$ cat src/rtl/mem_port_arbiter.sv
// Arbitrates the single-port program/data memory between the CPU sequencer (priority)
// and a host/debug port, stealing one CPU cycle when the host has waited MAX_WAIT cycles.
module mem_port_arbiter #(
    parameter int AW       = 5,
    parameter int DW       = 8,
    parameter int MAX_WAIT = 4
) (
    input  logic          clk,
    input  logic          rst_,
    input  logic          cpu_rd,
    input  logic          cpu_wr,
    input  logic [AW-1:0] cpu_addr,
    input  logic [DW-1:0] cpu_wdata,
    output logic [DW-1:0] cpu_rdata,
    output logic          cpu_en,
    input  logic          host_req,
    input  logic          host_we,
    input  logic [AW-1:0] host_addr,
    input  logic [DW-1:0] host_wdata,
    output logic          host_gnt,
    output logic [DW-1:0] host_rdata,
    output logic          host_rvalid,
    output logic [AW-1:0] mem_addr,
    output logic [DW-1:0] mem_wdata,
    output logic          mem_rd,
    output logic          mem_wr,
    input  logic [DW-1:0] mem_rdata,
    output logic [7:0]    stall_cnt,
    output logic          proto_err
);

    localparam int WW = $clog2(MAX_WAIT + 1);

    typedef enum logic {OBSERVE, STEAL} state_t;

    state_t        r_state;
    logic [WW-1:0] r_wait_cnt;
    logic          r_cpu_en;
    logic          r_host_rvalid;
    logic [DW-1:0] r_host_rdata;
    logic [7:0]    r_stall_cnt;
    logic          r_proto_err;

    logic          w_cpu_req;
    logic          w_host_sel;
    logic [WW-1:0] w_wait_inc;

    assign w_cpu_req  = cpu_rd | cpu_wr;
    assign w_wait_inc = (r_wait_cnt == WW'(MAX_WAIT)) ? r_wait_cnt : r_wait_cnt + WW'(1);

    // NOTE: every output of this block gets a default first, so no path leaves one unassigned (no latch).
    always_comb begin
        w_host_sel = 1'b0;
        mem_rd     = 1'b0;
        mem_wr     = 1'b0;
        mem_addr   = cpu_addr;
        mem_wdata  = cpu_wdata;
        if (r_state == OBSERVE) begin
            if (w_cpu_req) begin
                // Simultaneous read and write: the write wins.
                mem_wr = cpu_wr;
                mem_rd = cpu_rd & ~cpu_wr;
            end else begin
                w_host_sel = host_req;
            end
        end else begin
            w_host_sel = host_req;
        end
        if (w_host_sel) begin
            mem_addr  = host_addr;
            mem_wdata = host_wdata;
            mem_wr    = host_we;
            mem_rd    = ~host_we;
        end
    end

    // NOTE: state is updated with non-blocking assignments only, so every register samples pre-edge values.
    always_ff @(posedge clk or negedge rst_) begin
        if (!rst_) begin
            r_state       <= OBSERVE;
            r_wait_cnt    <= '0;
            r_cpu_en      <= 1'b1;
            r_host_rvalid <= 1'b0;
            r_host_rdata  <= '0;
            r_stall_cnt   <= '0;
            r_proto_err   <= 1'b0;
        end else begin
            r_host_rvalid <= w_host_sel & ~host_we;
            if (w_host_sel && !host_we) begin
                r_host_rdata <= mem_rdata;
            end
            case (r_state)
                OBSERVE: begin
                    if (cpu_rd && cpu_wr) begin
                        r_proto_err <= 1'b1;
                    end
                    if (host_req && !w_host_sel) begin
                        r_wait_cnt <= w_wait_inc;
                        if (w_wait_inc == WW'(MAX_WAIT)) begin
                            r_state  <= STEAL;
                            r_cpu_en <= 1'b0;
                        end
                    end else begin
                        r_wait_cnt <= '0;
                    end
                end
                STEAL: begin
                    r_wait_cnt <= '0;
                    r_state    <= OBSERVE;
                    r_cpu_en   <= 1'b1;
                    if (r_stall_cnt != 8'hFF) begin
                        r_stall_cnt <= r_stall_cnt + 8'd1;
                    end
                end
                default: r_state <= OBSERVE;
            endcase
        end
    end

    assign cpu_rdata   = mem_rdata;
    assign cpu_en      = r_cpu_en;
    assign host_gnt    = w_host_sel;
    assign host_rdata  = r_host_rdata;
    assign host_rvalid = r_host_rvalid;
    assign stall_cnt   = r_stall_cnt;
    assign proto_err   = r_proto_err;

endmodule

$ cat config.mk
export PLATFORM = sky130hd
export DESIGN_NAME = mem_port_arbiter
export DESIGN_NICKNAME = d
export VERILOG_FILES = /design/src/rtl/mem_port_arbiter.sv
export SDC_FILE = /design/constraint.sdc
export NUM_CORES = 1
export LEC_CHECK = 0
export CAP_MARGIN = 5
export CORE_ASPECT_RATIO = 1.2
export CORE_UTILIZATION = 39
export CTS_CLUSTER_DIAMETER = 60
export CTS_CLUSTER_SIZE = 30
export DETAILED_ROUTE_END_ITERATION = 8
export GPL_ROUTABILITY_DRIVEN = 1
export PLACE_DENSITY = 0.82
export SLEW_MARGIN = 20
export SYNTH_ARGS = -nofsm -noshare
export SYNTH_HDL_FRONTEND = slang
export SYNTH_SLANG_ARGS = --single-unit
$ cat constraint.sdc
create_clock -name clk -period 5.75 [get_ports clk]
set_clock_uncertainty 0.05 [all_clocks]
set_input_delay 1.4375 -clock clk [delete_from_list [all_inputs] [get_ports clk]]
set_output_delay 1.4375 -clock clk [all_outputs]
set_load 0.02 [all_outputs]
==> summary.md, run 1 <==
| Metric | Value |
|---|---|
| Status | complete, no violations |
| Die height | 65.0 um |
| Largest family of logic cells by synthesized area | multiplexers |
| RSZ-0062 raised after global routing | no |
| Max H-tree Level | 1 |
| First-pass GRT wire length | 5.19 mm |
| Sink Count | 23 |
| Die ar. | 3540 um2 |
| Via/cell ratio | 5.18 |
| Placer Congestion | 0.802 |
| Worst Path Arrival | 3620 ps |
| Dpl hpwl | 2.53 mm |
| CTS Buf Count | 3 |
| Critical path data required time | 4260 ps |
| Fin Setup TNS | 0 ps |
| FILL cells | 244 |
| Kind of critical path | input pin to output pin |
| Seq/Total Area, Yosys | 44.8% |
| # Post-CTS Setup Buffers | 0 |
| Die width | 54.5 um |
| Final critical-path share of the clock period | 88.8% |
| Measured slew at the worst slew-check pin | 617 ps |
| Hold Worst Slack | 448 ps |
| Starting DRT DRC Count | 21 |
| Final hold vios | 0 |
| # port buffers | 82 |
| Vias in the first global route | 1,181 |
| Final setup viols | 0 |
| Commonest cells in the synthesized netlist | 22 x dfrtp_1, 15 x mux2_2, 8 x buf_4, 8 x mux2_4 |
| Post-synthesis xor/xnor area fraction | 1.36% |
| CP startpoint kind | input pin |
| Initial antenna violation count | 0 |
| YS warnings | 0 |
| Peak supply drop | 158 uV |
| Share of layout cells above drive strength 1 | 19.1% |
| Max-Cap Viols | 0 |
| Area contributors post-synth | dfrtp_1 43%, mux2_2 13%, mux2_4 9.3%, buf_4 4.7%, ha_1 2.9% |
| Vias | 1,134 |
| Worst-path fanout max | 15 |
| Post-synth top area cell | dfrtp_1 |
| Residual DRC | 0 |
| Pwr/cell area | 206 nW/um2 |
| Largest net degree at the start of global routing | 24 |
| Leakage | 0.925 nW |
| Predominant post-synthesis flop cell | dfrtp_1 |
| Most common cell in the netlist | dfrtp_1 |
| Compound-Gate Fraction of Synth Area | 9.51% |
| CTS tree | yes |
| Sequential cell area | 577 um2 |
| Antenna Nets Post-Route | 0 |
| Area growth, synth to finish | 62.5% |
| Wirelength per Cell | 14.5 um |
| Multi-input logic area | 608 um2 |
| Post-cts sizing count | 0 |
| DRT Pass-1 Iters | 4 |
| Synth Instances | 108 |
| Cell Area, Synth | 1290 um2 |
| Worst slew margin | 58.9% |
| Mapped Avg Cell Area | 11.9 um2 |
| Tmin final | 5110 ps |
| Net Count, Synth | 151 |
| Max-slew violation count | 0 |
| Yosys cell types | 36 |
| Clock Path Buffers | 2 |
| Max frequency | 196 MHz |
| Root buf cell | clkbuf_4 |
| Initial core utilization | 41.4% |
| Number of enable flip-flop cells after synthesis | 0 |
| Adder-cell area share of the yosys netlist | 2.91% |
| Layout net count | 227 |
| Setup crit end kind | output pin |
| Clock Pin Slew Worst Setup and Hold Paths | 120 ps |
| Mux contribution to synthesized area | 22.4% |
| Tot GR Track Use | 19.9% |
| Final wirelength | 3.17 mm |
| Final core utilization | 67.3% |
| Top cell type's share of synthesized area | 42.7% |
| Worst skew pair latency | 300 ps |
| Antenna diode count | 0 |
| Core footprint | 3110 um2 |
| FP Rows | 22 |
| Fraction of registers with async set/reset | 100% |
| Register bit total from synthesis | 23 |
| Post-CTS Hold Buffers | 0 |
| Ports | 83 |
| Post-Synth Simple-Gate Area | 11.0% |
| Total global routing overflow | 0 |
| Hold Crit Class | register to register |
-- worst max-delay path, cell delays in order --
cell and delay, ps:
clkdlybuf4s50_1 530, o21ba_4 190, nand2b_1 510, mux2_2 410, clkdlybuf4s50_1 540
-- kinds of logic (layout without fill, tap and decap cells) --
group                      count (synthesis)  in the layout
AOI/OAI and AO/OA                         17             17
buffers and inverters                     17             92
muxes                                     23             23
and+or+nand+nor                           23             23
xor gates and xnor gates                   2              2
DFF                                       23             23
adders and majority gates                  3              3
-- registers in the layout, indices dropped and copies added (netlist names) --
name / flops
host_rdata: 8
stall_cnt: 8
r_wait_cnt: 3
cpu_en: 1
host_rvalid: 1
proto_err: 1
r_state: 1
-- per-stage QoR --
step                cells  area [um2]  power [mW]  setup WS, ps
floorplan             108        1290       0.277          1810
global placement      215        2070       0.362           680
detailed placement    215        2070       0.366           623
CTS                   219        2100       0.438           620
global route          219        2090       0.458           544
finish                219        2090       0.432           645
-- area by class of cell --
class                      count  area share (%)
clock buffer                   4            1.25
timing repair buffer          82            38.9
inverter                       6            1.08
sequential                    23            27.5
multi-input combinational     68            29.0
tap                           36            2.15
-- per-layer routing --
layer / global-route usage (%) / share of wire [%] / vias to the layer above
met5: 0 / 0 / -
met1: 22.2 / 37 / 519
met2: 36.1 / 52 / 80
met4: 6.09 / 1.0 / 0
met3: 3.99 / 10 / 2
li1: - / - / 533
-- path summary, 6_finish.rpt --
check | start | end | slack, ps | depth (start not counted)
max | cpu_wr | mem_wdata[7] | 640 | 5
min | proto_err$_DFFE_PN0P_ | proto_err$_DFFE_PN0P_ | 450 | 1
max reg2reg | r_state$_DFF_PN0_ | host_rdata[5]$_DFFE_PN0P_ | 3870 | 3
min reg2reg | proto_err$_DFFE_PN0P_ | proto_err$_DFFE_PN0P_ | 450 | 1
max in group asynchronous | rst_ | cpu_en$_DFFE_PN1P_ | 4250 | 1
min in group asynchronous | rst_ | stall_cnt[5]$_DFFE_PN0P_ | 1030 | 1
-- cell usage in the layout, fill, tap and decap left out, types with 2 or more instances in the layout --
cell	count
clkdlybuf4s50_1	81
dfrtp_1	22
mux2_2	15
mux2_4	8
inv_1	6
a21oi_1	6
nand2_1	5
and3_2	3
ha_1	3
clkbuf_4	3
xnor2_1	2
and3_1	2
nand3_1	2
a31oi_1	2
-- power by group --
group / total, mW / switching, mW / internal, mW
clock network: 0.0705 / 0.0435 / 0.0270
registers: 0.193 / 0.0115 / 0.181
logic: 0.169 / 0.0692 / 0.0996
No activity file was read; power rests on OpenSTA's default activity.
==> run 2: changes to the inputs <==
--- a/config.mk
+++ b/config.mk
@@ -11,7 +11,7 @@
 export CTS_CLUSTER_DIAMETER = 60
 export CTS_CLUSTER_SIZE = 30
 export DETAILED_ROUTE_END_ITERATION = 8
-export GPL_ROUTABILITY_DRIVEN = 1
+export GPL_TIMING_DRIVEN = 0
 export PLACE_DENSITY = 0.82
 export SLEW_MARGIN = 20
 export SYNTH_ARGS = -nofsm -noshare
==> summary.md, run 2 (synthesis results as in run 1) <==
| Metric | Value |
|---|---|
| Max H-tree Level | 1 |
| CP top delay family | buffers and inverters |
| Multi-input logic area | 608 um2 |
| Sequential cell area | 577 um2 |
| Die width | 54.5 um |
| Area growth, synth to finish | 68.8% |
| Initial antenna violation count | 0 |
| Reg-to-Reg Start | r_state$_DFF_PN0_ |
| Vias in the first global route | 1,254 |
| RSZ-0062 raised after global routing | no |
| Post-CTS Hold Buffers | 0 |
| Clk network pwr share | 16.9% |
| Share of layout cells above drive strength 1 | 23.7% |
| First-pass GRT wire length | 5.25 mm |
| R2r endpoint | host_rdata[5]$_DFFE_PN0P_ |
| Total global routing overflow | 0 |
| Post-cts sizing count | 0 |
| Dpl hpwl | 2.61 mm |
| Peak supply drop | 152 uV |
| Via/cell ratio | 5.14 |
| Largest net degree at the start of global routing | 24 |
| Kind of critical path | input pin to output pin |
| Most frequent cells in the layout | 81 x clkdlybuf4s50_1, 22 x dfrtp_1, 15 x mux2_2 |
| Antenna Nets Post-Route | 0 |
| Tot GR Track Use | 20.3% |
| Hold EP | proto_err$_DFFE_PN0P_ |
| Switch share | 29.3% |
| Antenna diode count | 0 |
| FF-to-FF setup slack | 4080 ps |
| Sequential share of power | 43.8% |
| Reg2Reg Depth | 4 |
| Final wirelength | 3.22 mm |
| Starting DRT DRC Count | 4 |
| Root buf cell | clkbuf_4 |
| Ports | 83 |
| Commonest non-fill, non-tap cell in the layout | clkdlybuf4s50_1 |
| Setup crit end kind | output pin |
| Combinational Power Share | 39.3% |
| CTS Buf Count | 3 |
| Hold Startpoint | proto_err$_DFFE_PN0P_ |
| Fin Setup TNS | 0 ps |
| Clock Pin Slew Worst Setup and Hold Paths | 120 ps |
| Worst skew pair latency | 310 ps |
| Final setup viols | 0 |
| Clock Path Buffers | 2 |
| Critical Path Max Stage Delay | 540 ps |
| DRT Pass-1 Iters | 4 |
| CP bufs+invs | 4 |
| Hold Crit Depth | 1 |
| Tmin final | 5050 ps |
| Worst slew margin | 65.7% |
| Area after DPL | 2150 um2 |
| Leakage | 0.975 nW |
| CP Depth | 7 |
| Hold Crit Class | register to register |
| Crit-path slowest cell | clkdlybuf4s50_1 |
| Max-slew violation count | 0 |
| Critical path data required time | 4260 ps |
| CTS tree | yes |
| Residual DRC | 0 |
| Worst Path Arrival | 3570 ps |
| FILL cells | 226 |
| # port buffers | 82 |
| Die height | 65.0 um |
| Cell-internal power | 312 uW |
| Fin area | 2180 um2 |
| Final critical-path share of the clock period | 87.9% |
| Max frequency | 198 MHz |
| Wirelength per Cell | 14.0 um |
| Core footprint | 3110 um2 |
| CP startpoint kind | input pin |
| Status | complete, no violations |
| Final hold vios | 0 |
| Max-Cap Viols | 0 |
| # Post-CTS Setup Buffers | 0 |
| Psw | 129 uW |
| Measured slew at the worst slew-check pin | 514 ps |
| Worst-path fanout max | 10 |
| Pwr/cell area | 203 nW/um2 |
| Sink Count | 23 |
| Die ar. | 3540 um2 |
| Initial core utilization | 41.4% |
| Layout net count | 238 |
| Placer Congestion | 0.796 |
| FP Rows | 22 |
| Crit path cell chain | clkdlybuf4s50_1 -> o21ba_4 -> nand2b_1 -> buf_2 -> buf_2 -> mux2_2 -> clkdlybuf4s50_1 |
| Vias | 1,183 |
[run 2: power groups by stage]
| stage | sequential, mW | combinational (mW) | clock (mW) |
|---|---|---|---|
| after floorplan | 0.217 | 0.0603 | 0 |
| after global placement | 0.195 | 0.172 | 0 |
| after detailed placement | 0.197 | 0.174 | 0 |
| after CTS | 0.194 | 0.176 | 0.0762 |
| after global routing | 0.196 | 0.185 | 0.0838 |
| final | 0.193 | 0.173 | 0.0745 |
[run 2: stage by stage]
stage          util, %  setup WS, ps  cells  power (mW)  hold WS [ps]
2_1_floorplan        -          1810    108       0.277           515
3_3_place_gp      69.3           727    226       0.367           393
3_5_place_dp      69.3           681    226       0.371           410
4_1_cts           70.1           681    230       0.446           438
5_1_grt           70.0           576    230       0.465           478
6_report          70.0           697    230       0.441           433
[run 2: final cells by class]
class / count / area share [%]
repair buffers: 82 / 37.5
multi-input cells: 68 / 27.9
flip-flops and latches: 23 / 26.5
plain buffers: 11 / 3.74
well taps: 36 / 2.07
clock buffers: 4 / 1.21
inverters: 6 / 1.04
[run 2: worst max path at each step]
stage | startpoint | endpoint | slack, ps
global placement | cpu_wr | mem_wdata[6] | 730
floorplan | cpu_wr | mem_rd | 1810
CTS | cpu_wr | mem_wdata[6] | 680
finish | cpu_wr | mem_addr[3] | 700
global route | cpu_wr | mem_wdata[4] | 580
detailed placement | cpu_wr | mem_wdata[6] | 680
[run 2: routing by layer]
metal	vias up	global-route usage, %	share of wire, %
met1	551	21.0	35
li1	551	-	-
met4	0	7.05	1.4
met3	4	4.23	9.5
met2	77	38.0	54
met5	-	0	0
